===== config.mk =====
export PLATFORM = sky130hd
export DESIGN_NAME = rect_stream_out_flat
export DESIGN_NICKNAME = d
export VERILOG_FILES = /design/src/rtl/rect_stream_out_if.sv /design/src/rtl/rect_stream_out.sv /design/src/flat_wrapper.sv
export SDC_FILE = /design/constraint.sdc
export NUM_CORES = 1
export LEC_CHECK = 0
export ABC_AREA = 1
export CAP_MARGIN = 25
export CORE_ASPECT_RATIO = 0.6
export CORE_MARGIN = 4
export CORE_UTILIZATION = 60
export CTS_CLUSTER_DIAMETER = 100
export CTS_CLUSTER_SIZE = 28
export DETAILED_ROUTE_END_ITERATION = 8
export PLACE_DENSITY = 0.8
export SYNTH_ARGS = -nofsm -noshare
export SYNTH_HDL_FRONTEND = slang
export SYNTH_SLANG_ARGS = --single-unit

===== constraint.sdc =====
create_clock -name clk -period 6.6 [get_ports clk]
set_clock_uncertainty 0.15 [all_clocks]
set_input_delay 1.32 -clock clk [delete_from_list [all_inputs] [get_ports clk]]
set_output_delay 1.32 -clock clk [all_outputs]
set_load 0.05 [all_outputs]

===== src/rtl/rect_stream_out_if.sv =====
// Pixel handshake bundle: rectifier-side input beat (valid only, no ready) and AXI4-Stream video output.
interface rect_stream_out_if;
  logic [7:0] recpixel;
  logic       recvalid;
  logic       reclast;
  logic [7:0] m_tdata;
  logic       m_tvalid;
  logic       m_tready;
  logic       m_tlast;
  logic       m_tuser;

  modport master (
    input  recpixel, recvalid, reclast, m_tready,
    output m_tdata, m_tvalid, m_tlast, m_tuser
  );

  modport slave (
    output recpixel, recvalid, reclast, m_tready,
    input  m_tdata, m_tvalid, m_tlast, m_tuser
  );
endinterface


===== src/rtl/rect_stream_out.sv =====
// Buffers rectified pixels into an AXI4-Stream video output; on overflow drops the rest of the frame.
// Output is registered (one cycle after the write); define RECT_DROP_CNT_EN for a saturating drop counter.
module rect_stream_out #(
  parameter int IMG_WIDTH  = 640,
  parameter int IMG_HEIGHT = 480,
  parameter int FIFO_DEPTH = 16
) (
  input  logic                          clk,
  input  logic                          rst,
  rect_stream_out_if.master             strm,
  output logic [$clog2(FIFO_DEPTH):0]   fill,
  output logic                          overflow,
  output logic [15:0]                   drop_cnt
);

  localparam int AW    = $clog2(FIFO_DEPTH);
  localparam int FW    = AW + 1;
  localparam int COL_W = $clog2(IMG_WIDTH) + 1;
  localparam int ROW_W = $clog2(IMG_HEIGHT) + 1;

  typedef struct packed {
    logic       sof;
    logic       eol;
    logic [7:0] pixel;
  } entry_t;

  typedef enum logic {RUN = 1'b0, DROP = 1'b1} state_t;

  state_t            state_q, state_d;
  logic [AW-1:0]     wr_ptr_q, wr_ptr_d;
  logic [AW-1:0]     rd_ptr_q, rd_ptr_d;
  logic [FW-1:0]     fill_q, fill_d;
  logic [COL_W-1:0]  in_col_q, in_col_d;
  logic [ROW_W-1:0]  in_row_q, in_row_d;
  logic              overflow_q, overflow_d;
  logic              m_tvalid_q, m_tvalid_d;
  logic [7:0]        m_tdata_q, m_tdata_d;
  logic              m_tlast_q, m_tlast_d;
  logic              m_tuser_q, m_tuser_d;

  entry_t            mem_q [FIFO_DEPTH];
  entry_t            wr_entry;
  entry_t            head;
  logic              pop, push, drop, full, last_row, frame_end;
  logic [FW-1:0]     avail;

  always_comb begin
    pop       = m_tvalid_q && strm.m_tready;
    full      = (fill_q == FW'(FIFO_DEPTH));
    push      = strm.recvalid && (state_q == RUN) && (!full || pop);
    drop      = strm.recvalid && !push;
    last_row  = (in_row_q == ROW_W'(IMG_HEIGHT - 1));
    frame_end = strm.recvalid && strm.reclast && last_row;

    wr_entry.sof   = (in_col_q == '0) && (in_row_q == '0);
    wr_entry.eol   = strm.reclast;
    wr_entry.pixel = strm.recpixel;

    // Position counters track every beat, dropped or not, so SOF stays aligned to the source.
    in_col_d = in_col_q;
    in_row_d = in_row_q;
    if (strm.recvalid) begin
      if (strm.reclast) begin
        in_col_d = '0;
        in_row_d = last_row ? '0 : in_row_q + ROW_W'(1);
      end else begin
        in_col_d = in_col_q + COL_W'(1);
      end
    end

    // A dropped beat that itself closes the frame leaves nothing left to discard.
    state_d = state_q;
    case (state_q)
      RUN:     if (drop && !frame_end) state_d = DROP;
      DROP:    if (frame_end)          state_d = RUN;
      default: state_d = RUN;
    endcase

    overflow_d = overflow_q | drop;
    wr_ptr_d   = wr_ptr_q + AW'(push);
    rd_ptr_d   = rd_ptr_q + AW'(pop);
    fill_d     = fill_q + FW'(push) - FW'(pop);

    // Present only entries written before this edge, giving the one-cycle write-to-output latency.
    avail      = fill_q - FW'(pop);
    head       = mem_q[rd_ptr_d];
    m_tvalid_d = (avail != '0);
    m_tdata_d  = m_tvalid_d ? head.pixel : 8'h00;
    m_tlast_d  = m_tvalid_d && head.eol;
    m_tuser_d  = m_tvalid_d && head.sof;
  end

  always_ff @(posedge clk) begin
    if (push) mem_q[wr_ptr_q] <= wr_entry;
  end

  always_ff @(posedge clk) begin
    if (!rst) begin
      state_q    <= RUN;
      wr_ptr_q   <= '0;
      rd_ptr_q   <= '0;
      fill_q     <= '0;
      in_col_q   <= '0;
      in_row_q   <= '0;
      overflow_q <= 1'b0;
      m_tvalid_q <= 1'b0;
      m_tdata_q  <= 8'h00;
      m_tlast_q  <= 1'b0;
      m_tuser_q  <= 1'b0;
    end else begin
      state_q    <= state_d;
      wr_ptr_q   <= wr_ptr_d;
      rd_ptr_q   <= rd_ptr_d;
      fill_q     <= fill_d;
      in_col_q   <= in_col_d;
      in_row_q   <= in_row_d;
      overflow_q <= overflow_d;
      m_tvalid_q <= m_tvalid_d;
      m_tdata_q  <= m_tdata_d;
      m_tlast_q  <= m_tlast_d;
      m_tuser_q  <= m_tuser_d;
    end
  end

`ifdef RECT_DROP_CNT_EN
  logic [15:0] drop_cnt_q, drop_cnt_d;

  always_comb begin
    drop_cnt_d = drop_cnt_q;
    if (drop && (drop_cnt_q != 16'hFFFF)) drop_cnt_d = drop_cnt_q + 16'd1;
  end

  always_ff @(posedge clk) begin
    if (!rst) drop_cnt_q <= 16'h0000;
    else      drop_cnt_q <= drop_cnt_d;
  end

  assign drop_cnt = drop_cnt_q;
`else
  assign drop_cnt = 16'h0000;
`endif

  assign strm.m_tvalid = m_tvalid_q;
  assign strm.m_tdata  = m_tdata_q;
  assign strm.m_tlast  = m_tlast_q;
  assign strm.m_tuser  = m_tuser_q;
  assign fill          = fill_q;
  assign overflow      = overflow_q;

endmodule


===== src/flat_wrapper.sv =====
// flat-port wrapper written by rule: the top's interface ports become plain ports
module rect_stream_out_flat 
#(
  parameter int IMG_WIDTH  = 640,
  parameter int IMG_HEIGHT = 480,
  parameter int FIFO_DEPTH = 16
)
  (clk, rst, fill, overflow, drop_cnt, strm_recpixel, strm_recvalid, strm_reclast, strm_m_tready, strm_m_tdata, strm_m_tvalid, strm_m_tlast, strm_m_tuser);
  rect_stream_out_if strm_i ();
  input  logic clk;
  input  logic rst;
  output logic [$clog2(FIFO_DEPTH):0] fill;
  output logic overflow;
  output logic [15:0] drop_cnt;
  input wire logic [$bits(strm_i.recpixel)-1:0] strm_recpixel;
  input wire logic [$bits(strm_i.recvalid)-1:0] strm_recvalid;
  input wire logic [$bits(strm_i.reclast)-1:0] strm_reclast;
  input wire logic [$bits(strm_i.m_tready)-1:0] strm_m_tready;
  output wire logic [$bits(strm_i.m_tdata)-1:0] strm_m_tdata;
  output wire logic [$bits(strm_i.m_tvalid)-1:0] strm_m_tvalid;
  output wire logic [$bits(strm_i.m_tlast)-1:0] strm_m_tlast;
  output wire logic [$bits(strm_i.m_tuser)-1:0] strm_m_tuser;
  assign strm_i.recpixel = strm_recpixel;
  assign strm_i.recvalid = strm_recvalid;
  assign strm_i.reclast = strm_reclast;
  assign strm_i.m_tready = strm_m_tready;
  assign strm_m_tdata = strm_i.m_tdata;
  assign strm_m_tvalid = strm_i.m_tvalid;
  assign strm_m_tlast = strm_i.m_tlast;
  assign strm_m_tuser = strm_i.m_tuser;
  rect_stream_out #(.IMG_WIDTH(IMG_WIDTH), .IMG_HEIGHT(IMG_HEIGHT), .FIFO_DEPTH(FIFO_DEPTH)) u_core (.clk(clk), .rst(rst), .strm(strm_i), .fill(fill), .overflow(overflow), .drop_cnt(drop_cnt));
endmodule

==> results.ini, run 1 <==
[final_layout]
instances_no_fill = 1145
final_nets = 974
area.growth.synth_to_final_pct = 8.56
antenna-diode-count = 0
layout-drive-gt1-share_pct = 5.28

[sta]
fmaxAchievable_ghz = 0.269
unrepaired_setup_endpoints_after_global_routing = no
slew_headroom_pct = 45.6
drv_slew = 0
post-route-worst-setup-slack_ns = 2.88
tns_ns = 0
period_share_pct = 56.4
worstMarginPinSlew_ns = 0.816
timing.final.hold_violations = 0
post-route-min-period_ns = 3.72
setup_viol_count_final = 0

[global_route]
global_route_wire_length_before_repair_um = 31000
grt.total_usage_pct = 23.2
initial_antenna_violation_count = 0
grt_overflow_total = 0
grt_pass1_vias = 5594
largest_net_degree_at_the_start_of_global_routing = 81

[placed_design]
placement.setup.worst_slack_ns = 2.45
final_hpwl_dp_um = 13100
place.gp.congestion = 0.840
numPlacedInstances = 1119
port_buffers = 29

[power]
sequentialPowerShare_pct = 47.5
netSwitchingPower_w = 0.00115
share_clk_of_total_power_pct = 22.3
cell_internal_pwr_w = 0.00209
power-per-cell-area_nw_per_um2 = 330
power_frac_comb_pct = 30.2
sw_frac_of_total_pct = 35.5
power.ir.vdd_worst_uv = 186
total_power_w = 0.00324
static_leakage_power_nw = 3.98

[synthesis]
yosysWarningCount = 0
synth_enable_flop_cells = 160
synthesis.area_um2 = 9040
dominantRegCellSynth = edfxtp_1
ys_seq_elements = 207
avgSynthCellArea_um2 = 9.90
compound_gate_portion_of_the_synthesized_area_pct = 2.66
ys_seq_area_share_pct = 63.5
synth_simple_gate_area_share_pct = 21.9
synthAdderAreaFrac_pct = 2.57
synth.distinct_cells = 35
yosys-mux-area-fraction_pct = 0
combinational_family_with_the_most_area_after_synthesis = simple AND/OR/NAND/NOR gates
xor_xnor_fraction_of_synth_area_pct = 1.05
syn-instance-count = 914
asyncSetResetFlopFracSynth_pct = 0

[min_path]
hold_class = reg2reg
source_of_the_worst_hold_timing_path = u_core.in_col_q[7]

[clocking]
clk_root_buf = clkbuf_16
clock_latency_ns = 0.47
cts_tree = done
cts_hold_buffers = 0
post_cts_repair_resize_count = 0
cts.repair_timing.setup_buffer_count = 0
clkSlewWorstSetupHoldPaths_ns = 0.11
number_of_buffers_inserted_during_clock_tree_synthesis = 11
cts.sink_count = 207
cts-root-to-sink-buffers = 3
cts_h_tree_depth = 1

[drt]
first_iter_violations = 755
top_layer_in_use = met4
via_per_inst = 5.48
wl_met3_um = 2410
routedLengthMet1_um = 9280
post-route-drc-count = 0
detail_route.wl_per_cell_um = 17.7
routed_wirelength_um = 20200
routed-wl-met2_um = 8290
detail_route.first_pass.iterations = 5
via_count = 6277
number_of_nets_with_antenna_violations_after_routing = 0

[die]
die_height_um = 103
floorplan.die_area_um2 = 17200
num_ports = 46
core_area_um2 = 14600
starting_density_of_the_core_pct = 61.8
dieWidth_um = 167
cell_rows = 34

[critical_path]
setup.worst_path.start = strm_m_tready
worstReg2RegStart = u_core.strm.m_tvalid
highest_delay_cell_along_the_critical_path = ha_2
slowest_delay_ns = 0.77
setup.worst_path.start_class = input port
path_delay_family = buffers and inverters
crit_fanout = 49
cp-end-kind = register
cpMostUsedCell = nand2_1
timing.setup.critical_path_class = in2reg
worst-endpoint-arrival_ns = 3.95
cell_by_cell_trace_of_the_critical_path = clkdlybuf4s50_1 -> nand2_1 -> inv_1 -> ha_2 -> buf_4 -> nand2_1 -> nand3_1 -> nand2_1 -> a21oi_1 -> nor2_1 -> nor2_1
critical_path_required_ns = 6.83
cp.buffers_inverters = 3

[outcome]
outcome = completed

[job]
timing.max_cap.violations = 0

cell families (layout without fill, tap and decap cells):
family,after synthesis,in the layout
AO/OA/AOI/OAI,45,45
XOR/XNOR,10,10
other,1,16
AND/OR/NAND/NOR,469,469
buffers and inverters,164,182
flip-flops,207,207
adder cells (fa/ha/maj),18,18
flip-flops by register name, indices dropped and copies added (netlist names):
register and flops:
u_core.rd_ptr_q 4, u_core.strm.m_tlast 1, u_core.strm.m_tuser 1, u_core.strm.m_tdata 8, u_core.strm.m_tvalid 1, u_core.in_row_q 10
u_core.fill 5, u_core.mem_q 160, u_core.overflow 1, u_core.state_q 1, u_core.wr_ptr_q 4, u_core.in_col_q 11
worst paths after layout:
kind,endpoint,cells past startpoint,slack [ns]
hold / removal,u_core.in_col_q[7],2,0.32
setup / recovery,u_core.strm.m_tlast,11,2.88
hold reg to reg,u_core.in_col_q[7],2,0.32
setup reg to reg,u_core.strm.m_tlast,10,3.79
area by class of cell:
cell class / instances / area, µm²
clock inverter: 1 / 20.0
sequential: 207 / 5750
tap: 198 / 248
fill: 1104 / 4810
clock buffer: 16 / 294
multi-input combinational: 558 / 2620
inverter: 115 / 434
timing repair buffer: 50 / 463
power groups by stage:
| stage | clock, W | combinational [W] | sequential, W |
|---|---|---|---|
| finish | 0.000722 | 0.000978 | 0.00154 |
| global route | 0.000782 | 0.00108 | 0.00154 |
| CTS | 0.000731 | 0.000969 | 0.00153 |
| detailed placement | 0 | 0.000964 | 0.00156 |
| global placement | 0 | 0.000941 | 0.00156 |
| floorplan | 0 | 0.000581 | 0.00169 |
layer usage:
metal  vias up  GRT usage (%)
met1      2897           37.0
met2       353           32.7
li1       3005              -
met4         0           3.96
met3        22           5.82
met5         -              0
layout by cell type (no fill, tap or decap), types with 2 or more instances in the layout:
master / n
nand4_1: 3
buf_4: 17
dfxtp_1: 47
xnor2_1: 3
nor3_2: 2
clkdlybuf4s50_1: 29
a21oi_1: 29
nand3_1: 117
o21ai_0: 10
nor2_1: 50
clkbuf_1: 5
clkbuf_16: 11
nand2_1: 275
edfxtp_1: 160
conb_1: 16
and3_1: 2
xor2_1: 5
nor3_1: 13
ha_1: 16
nor4_1: 2
inv_1: 109
buf_6: 4
nor2_2: 2
inv_2: 5
tightest hold or removal path: stages, from the launching register on:
cell,delay (ns)
dfxtp_1,0.34
inv_1,0.05
a21oi_1,0.05
cells in the mapped netlist (2+ instances only):
cell / count / area share [%]
nand2_1: 275 / 11
buf_4: 24 / 2.0
nand4_1: 3 / 0.21
ha_1: 17 / 2.4
inv_2: 5 / 0.21
edfxtp_1: 160 / 53
nor3_1: 13 / 0.72
nor4_1: 2 / 0.14
nor2_2: 2 / 0.14
a21oi_1: 29 / 1.6
nor2_1: 50 / 2.1
nor3_2: 2 / 0.22
buf_6: 2 / 0.25
inv_1: 109 / 4.5
xnor2_1: 4 / 0.39
xor2_1: 5 / 0.48
o21ai_0: 10 / 0.55
dfxtp_1: 47 / 10
nand3_1: 117 / 6.5
buf_2: 22 / 1.2
and3_1: 2 / 0.14
per-stage QoR:
| stage | hold slack [ns] | instance area, µm² | util (%) |
|---|---|---|---|
| CTS | 0.321 | 9740 | 66.6 |
| finish | 0.323 | 9820 | 67.1 |
| floorplan | 0.287 | 9100 | - |
| detailed placement | 0.305 | 9430 | 64.4 |
| global route | 0.345 | 9820 | 67.1 |
| global placement | 0.301 | 9410 | 64.3 |
(Power assumes the default switching activity.)
==> inputs of run 2 (changes only) <==
Clock period 6.6 ns to 3.72 ns, I/O delays scaled along.
==> results.ini, run 2 (synthesis results as in run 1) <==
[critical_path]
critical_path_required_ns = 3.95
slowest_delay_ns = 0.45
cell_by_cell_trace_of_the_critical_path = clkdlybuf4s50_1 -> nand2_1 -> inv_1 -> ha_2 -> inv_4 -> buf_4 -> nand2_1 -> nand3_1 -> nand2_1 -> a21oi_1 -> nor2_1 -> nor2_1
highest_delay_cell_along_the_critical_path = clkdlybuf4s50_1
cp-end-kind = register
cpMostUsedCell = nand2_1
worst-endpoint-arrival_ns = 2.99
regToRegEndpoint = u_core.fill[4]
timing.setup.critical_path_class = in2reg
worstReg2RegStart = u_core.fill[2]
reg2reg_depth = 11
crit_fanout = 51
setup_slack_of_the_most_critical_reg_to_reg_path_ns = 1.11
setup.worst_path.start_class = input port

[die]
cell_rows = 34
core_area_um2 = 14600
die_height_um = 103
floorplan.die_area_um2 = 17200
dieWidth_um = 167
starting_density_of_the_core_pct = 61.8
num_ports = 46

[final_layout]
layout-drive-gt1-share_pct = 6.27
final_cell_mix = nand2_1, edfxtp_1, nand3_1
area.growth.synth_to_final_pct = 9.50
register_with_the_most_flip_flops = u_core.mem_q
final_nets = 984
fin_area_um2 = 9900
max_reg_flops = 160
postLayoutCoreUtil_pct = 67.7
antenna-diode-count = 0
layout.cells.most_common = nand2_1
reg_top3 = u_core.mem_q (160), u_core.in_col_q (11), u_core.in_row_q (10)

[global_route]
grt.total_usage_pct = 23.8
global_route_wire_length_before_repair_um = 31800
initial_antenna_violation_count = 0
grt_pass1_vias = 5927
largest_net_degree_at_the_start_of_global_routing = 82
grt_overflow_total = 0

[sta]
worstMarginPinSlew_ns = 0.762
drv_slew = 0
post-route-min-period_ns = 2.76
timing.final.hold_violations = 0
setup_viol_count_final = 0
unrepaired_setup_endpoints_after_global_routing = no
fmaxAchievable_ghz = 0.362
slew_headroom_pct = 49.1
tns_ns = 0
period_share_pct = 74.2

[min_path]
source_of_the_worst_hold_timing_path = u_core.in_col_q[7]
hold_class = reg2reg
hold_path_end = u_core.in_col_q[7]
hold_depth = 2

[placed_design]
placed_area_um2 = 9590
final_hpwl_dp_um = 13400
port_buffers = 29
place.gp.congestion = 0.862

[drt]
number_of_nets_with_antenna_violations_after_routing = 0
post-route-drc-count = 0
detail_route.wl_per_cell_um = 17.5
first_iter_violations = 708
routed_wirelength_um = 20200
detail_route.first_pass.iterations = 8
via_count = 6260
via_per_inst = 5.42

[clocking]
cts.repair_timing.setup_buffer_count = 0
cts-root-to-sink-buffers = 3
post_cts_repair_resize_count = 0
cts_tree = done
cts_hold_buffers = 0
clkSlewWorstSetupHoldPaths_ns = 0.11
clock_latency_ns = 0.47
cts.sink_count = 207
clk_root_buf = clkbuf_16
cts_h_tree_depth = 1
number_of_buffers_inserted_during_clock_tree_synthesis = 11

[power]
static_leakage_power_nw = 4.03
power-per-cell-area_nw_per_um2 = 588
power.ir.vdd_worst_uv = 453

[outcome]
outcome = completed

[job]
timing.max_cap.violations = 0

[run 2: cell types whose count changed in the layout (fill, tap and decap cells not counted)]
cell and change:
buf_12 +2, buf_4 +12, buf_6 -4
[run 2: layout make-up]
cell class,count,area [µm²]
clock buffer,16,294
clock inverter,1,20.0
fill,1115,4730
inverter,115,434
multi-input combinational,558,2620
sequential,207,5750
tap,198,248
timing repair buffer,60,548
[run 2: how the worst max path moves through the flow]
stage                                      to           start  cells past startpoint  slack (ns)
after floorplan                u_core.fill[4]  u_core.fill[2]                     11        1.06
after global placement    u_core.strm.m_tlast   strm_m_tready                     12        0.53
after detailed placement  u_core.strm.m_tlast   strm_m_tready                     12        0.51
after CTS                 u_core.strm.m_tlast   strm_m_tready                     12        0.96
after global routing      u_core.strm.m_tlast   strm_m_tready                     12        0.83
final                     u_core.strm.m_tlast   strm_m_tready                     12        0.96
[run 2: per-stage QoR]
step / instances / power, W / setup slack, ns / hold slack, ns
floorplan: 929 / 0.00404 / 1.06 / 0.287
global placement: 1138 / 0.00452 / 0.526 / 0.299
detailed placement: 1138 / 0.00457 / 0.506 / 0.322
CTS: 1155 / 0.00583 / 0.963 / 0.338
global route: 1155 / 0.00611 / 0.833 / 0.355
finish: 1155 / 0.00582 / 0.961 / 0.338
[run 2: routing by layer]
layer	global-route usage [%]	part of all wire, %
met3	6.48	11
met1	35.9	45
met4	6.35	2.2
met2	34.4	41
met5	0	0
[run 2: where the power goes]
| group | switching, W | internal [W] | leakage (nW) |
|---|---|---|---|
| Combinational | 0.00126 | 0.000559 | 2.05 |
| Sequential | 0.0000834 | 0.00263 | 1.83 |
| Clock | 0.000716 | 0.000571 | 0.151 |
| Total | 0.00206 | 0.00376 | 4.03 |
[run 2: worst max-delay path: cells and delay by family]
| family | cells | cell delay, ns |
|---|---|---|
| AOI/OAI and AO/OA | 1 | 0.18 |
| adders and majority gates | 1 | 0.31 |
| buffers and inverters | 4 | 1.22 |
| and+or+nand+nor | 6 | 0.51 |
==> inputs of run 3 (changes only) <==
Settings changed: CORE_UTILIZATION 60 to 54, PLACE_DENSITY 0.8 to 0.76.
Clock period 3.72 ns to 2.5 ns, I/O delays scaled along.
==> results.ini, run 3 (synthesis results as in run 1) <==
[outcome]
outcome = completed

[clocking]
number_of_buffers_inserted_during_clock_tree_synthesis = 11
cts_tree = done
cts_hold_buffers = 0
cts.repair_timing.setup_buffer_count = 0
clkSlewWorstSetupHoldPaths_ns = 0.11
cts-root-to-sink-buffers = 3
cts_h_tree_depth = 1
cts.sink_count = 207
clock_latency_ns = 0.46
clk_root_buf = clkbuf_16
post_cts_repair_resize_count = 0

[die]
starting_density_of_the_core_pct = 55.5
dieWidth_um = 175
floorplan.die_area_um2 = 19000
num_ports = 46
core_area_um2 = 16300
cell_rows = 36
die_height_um = 108

[final_layout]
max_reg_flops = 160
register_with_the_most_flip_flops = u_core.mem_q
layout-drive-gt1-share_pct = 9.53
nFillCells = 1305
final_cell_mix = nand2_1, edfxtp_1, nand3_1
area.growth.synth_to_final_pct = 13.7
layout.cells.most_common = nand2_1
reg_top3 = u_core.mem_q (160), u_core.in_col_q (11), u_core.in_row_q (10)
final_nets = 1013
antenna-diode-count = 0

[critical_path]
path_delay_family = buffers and inverters
slowest_delay_ns = 0.85
setup.worst_path.start_class = register
worst-endpoint-arrival_ns = 1.70
cp.buffers_inverters = 1
highest_delay_cell_along_the_critical_path = clkdlybuf4s50_1
cp-end-kind = output pin
setup_slack_of_the_most_critical_reg_to_reg_path_ns = 0.18
timing.setup.critical_path_class = reg2out
crit_fanout = 4
critical_path_required_ns = 1.85
cell_by_cell_trace_of_the_critical_path = clkdlybuf4s50_1

[global_route]
grt_overflow_total = 0
initial_antenna_violation_count = 0
global_route_wire_length_before_repair_um = 30700
grt_pass1_vias = 5707
grt.total_usage_pct = 20.7
largest_net_degree_at_the_start_of_global_routing = 49

[sta]
timing.final.hold_violations = 0
unrepaired_setup_endpoints_after_global_routing = yes
slew_headroom_pct = 56.6
post-route-min-period_ns = 2.35
timing.hold.ws_ns = 0.325
fmaxAchievable_ghz = 0.425
worstMarginPinSlew_ns = 0.649
tns_ns = 0
period_share_pct = 94.1
setup_viol_count_final = 0
drv_slew = 0

[drt]
number_of_nets_with_antenna_violations_after_routing = 0
first_iter_violations = 746
post-route-drc-count = 0
routed_wirelength_um = 19300
detail_route.first_pass.iterations = 5
via_count = 6251
via_per_inst = 5.15
detail_route.wl_per_cell_um = 15.9

[job]
timing.max_cap.violations = 0

[power]
static_leakage_power_nw = 4.25
total_power_w = 0.00883
power-per-cell-area_nw_per_um2 = 859
power.ir.vdd_worst_uv = 512

[min_path]
hold_class = reg2reg

[placed_design]
place.gp.congestion = 0.865
final_hpwl_dp_um = 13400
port_buffers = 29

-- run 3: cell types whose count changed in the layout (fill, tap and decap cells not counted) --
cell / change
buf_4: +21
buf_12: +8
clkdlybuf4s50_1: -2
dfxtp_1: -2
dfxtp_2: +2
dlymetal6s2s_1: +2
ha_1: -1
ha_2: +1
o31ai_1: -1
o31ai_2: +1
xor2_1: -1
xor2_2: +1
-- run 3: report_power, final --
group | total (W) | leakage, nW | switching (W) | internal, W
sequential | 0.00404 | 1.83 | 0.000128 | 0.00391
clock | 0.00190 | 0.151 | 0.00105 | 0.000850
combinational | 0.00289 | 2.27 | 0.00187 | 0.00102
total | 0.00883 | 4.25 | 0.00305 | 0.00578
-- run 3: area by class of cell --
cell class / count / area, µm² / share of cell area [%]
inverters: 115 / 434 / 4.22
well taps: 228 / 285 / 2.77
clock buffers: 16 / 294 / 2.86
clock inverters: 1 / 20.0 / 0.195
flip-flops and latches: 207 / 5750 / 55.9
multi-input cells: 558 / 2630 / 25.6
repair buffers: 89 / 871 / 8.47
-- run 3: worst paths after layout --
check	cells past startpoint	startpoint	endpoint
min	2	u_core.in_col_q[7]	u_core.in_col_q[7]
max	1	u_core.fill[3]	fill[3]
min reg2reg	2	u_core.in_col_q[7]	u_core.in_col_q[7]
max reg2reg	11	u_core.fill[2]	u_core.fill[4]
-- run 3: metrics by stage --
step | cells | setup WS, ns | instance area [µm²] | util, %
final | 1214 | 0.148 | 10300 | 63.1
after floorplan | 929 | 0.0530 | 9100 | -
after detailed placement | 1197 | -0.268 | 9960 | 61.1
after global placement | 1197 | -0.207 | 9960 | 61.1
after CTS | 1214 | 0.0325 | 10300 | 63.0
after global routing | 1214 | -0.0781 | 10300 | 63.1
-- run 3: per-layer routing --
metal  wire [µm]  global-route usage, %  share of wire (%)  vias up
li1            -                      -                  -     3080
met1        9400                   33.0                 49     2928
met2        8140                   30.9                 42      224
met3        1560                   2.97                8.1       19
met4         221                   2.86                1.1        0
met5           0                      0                  0        -
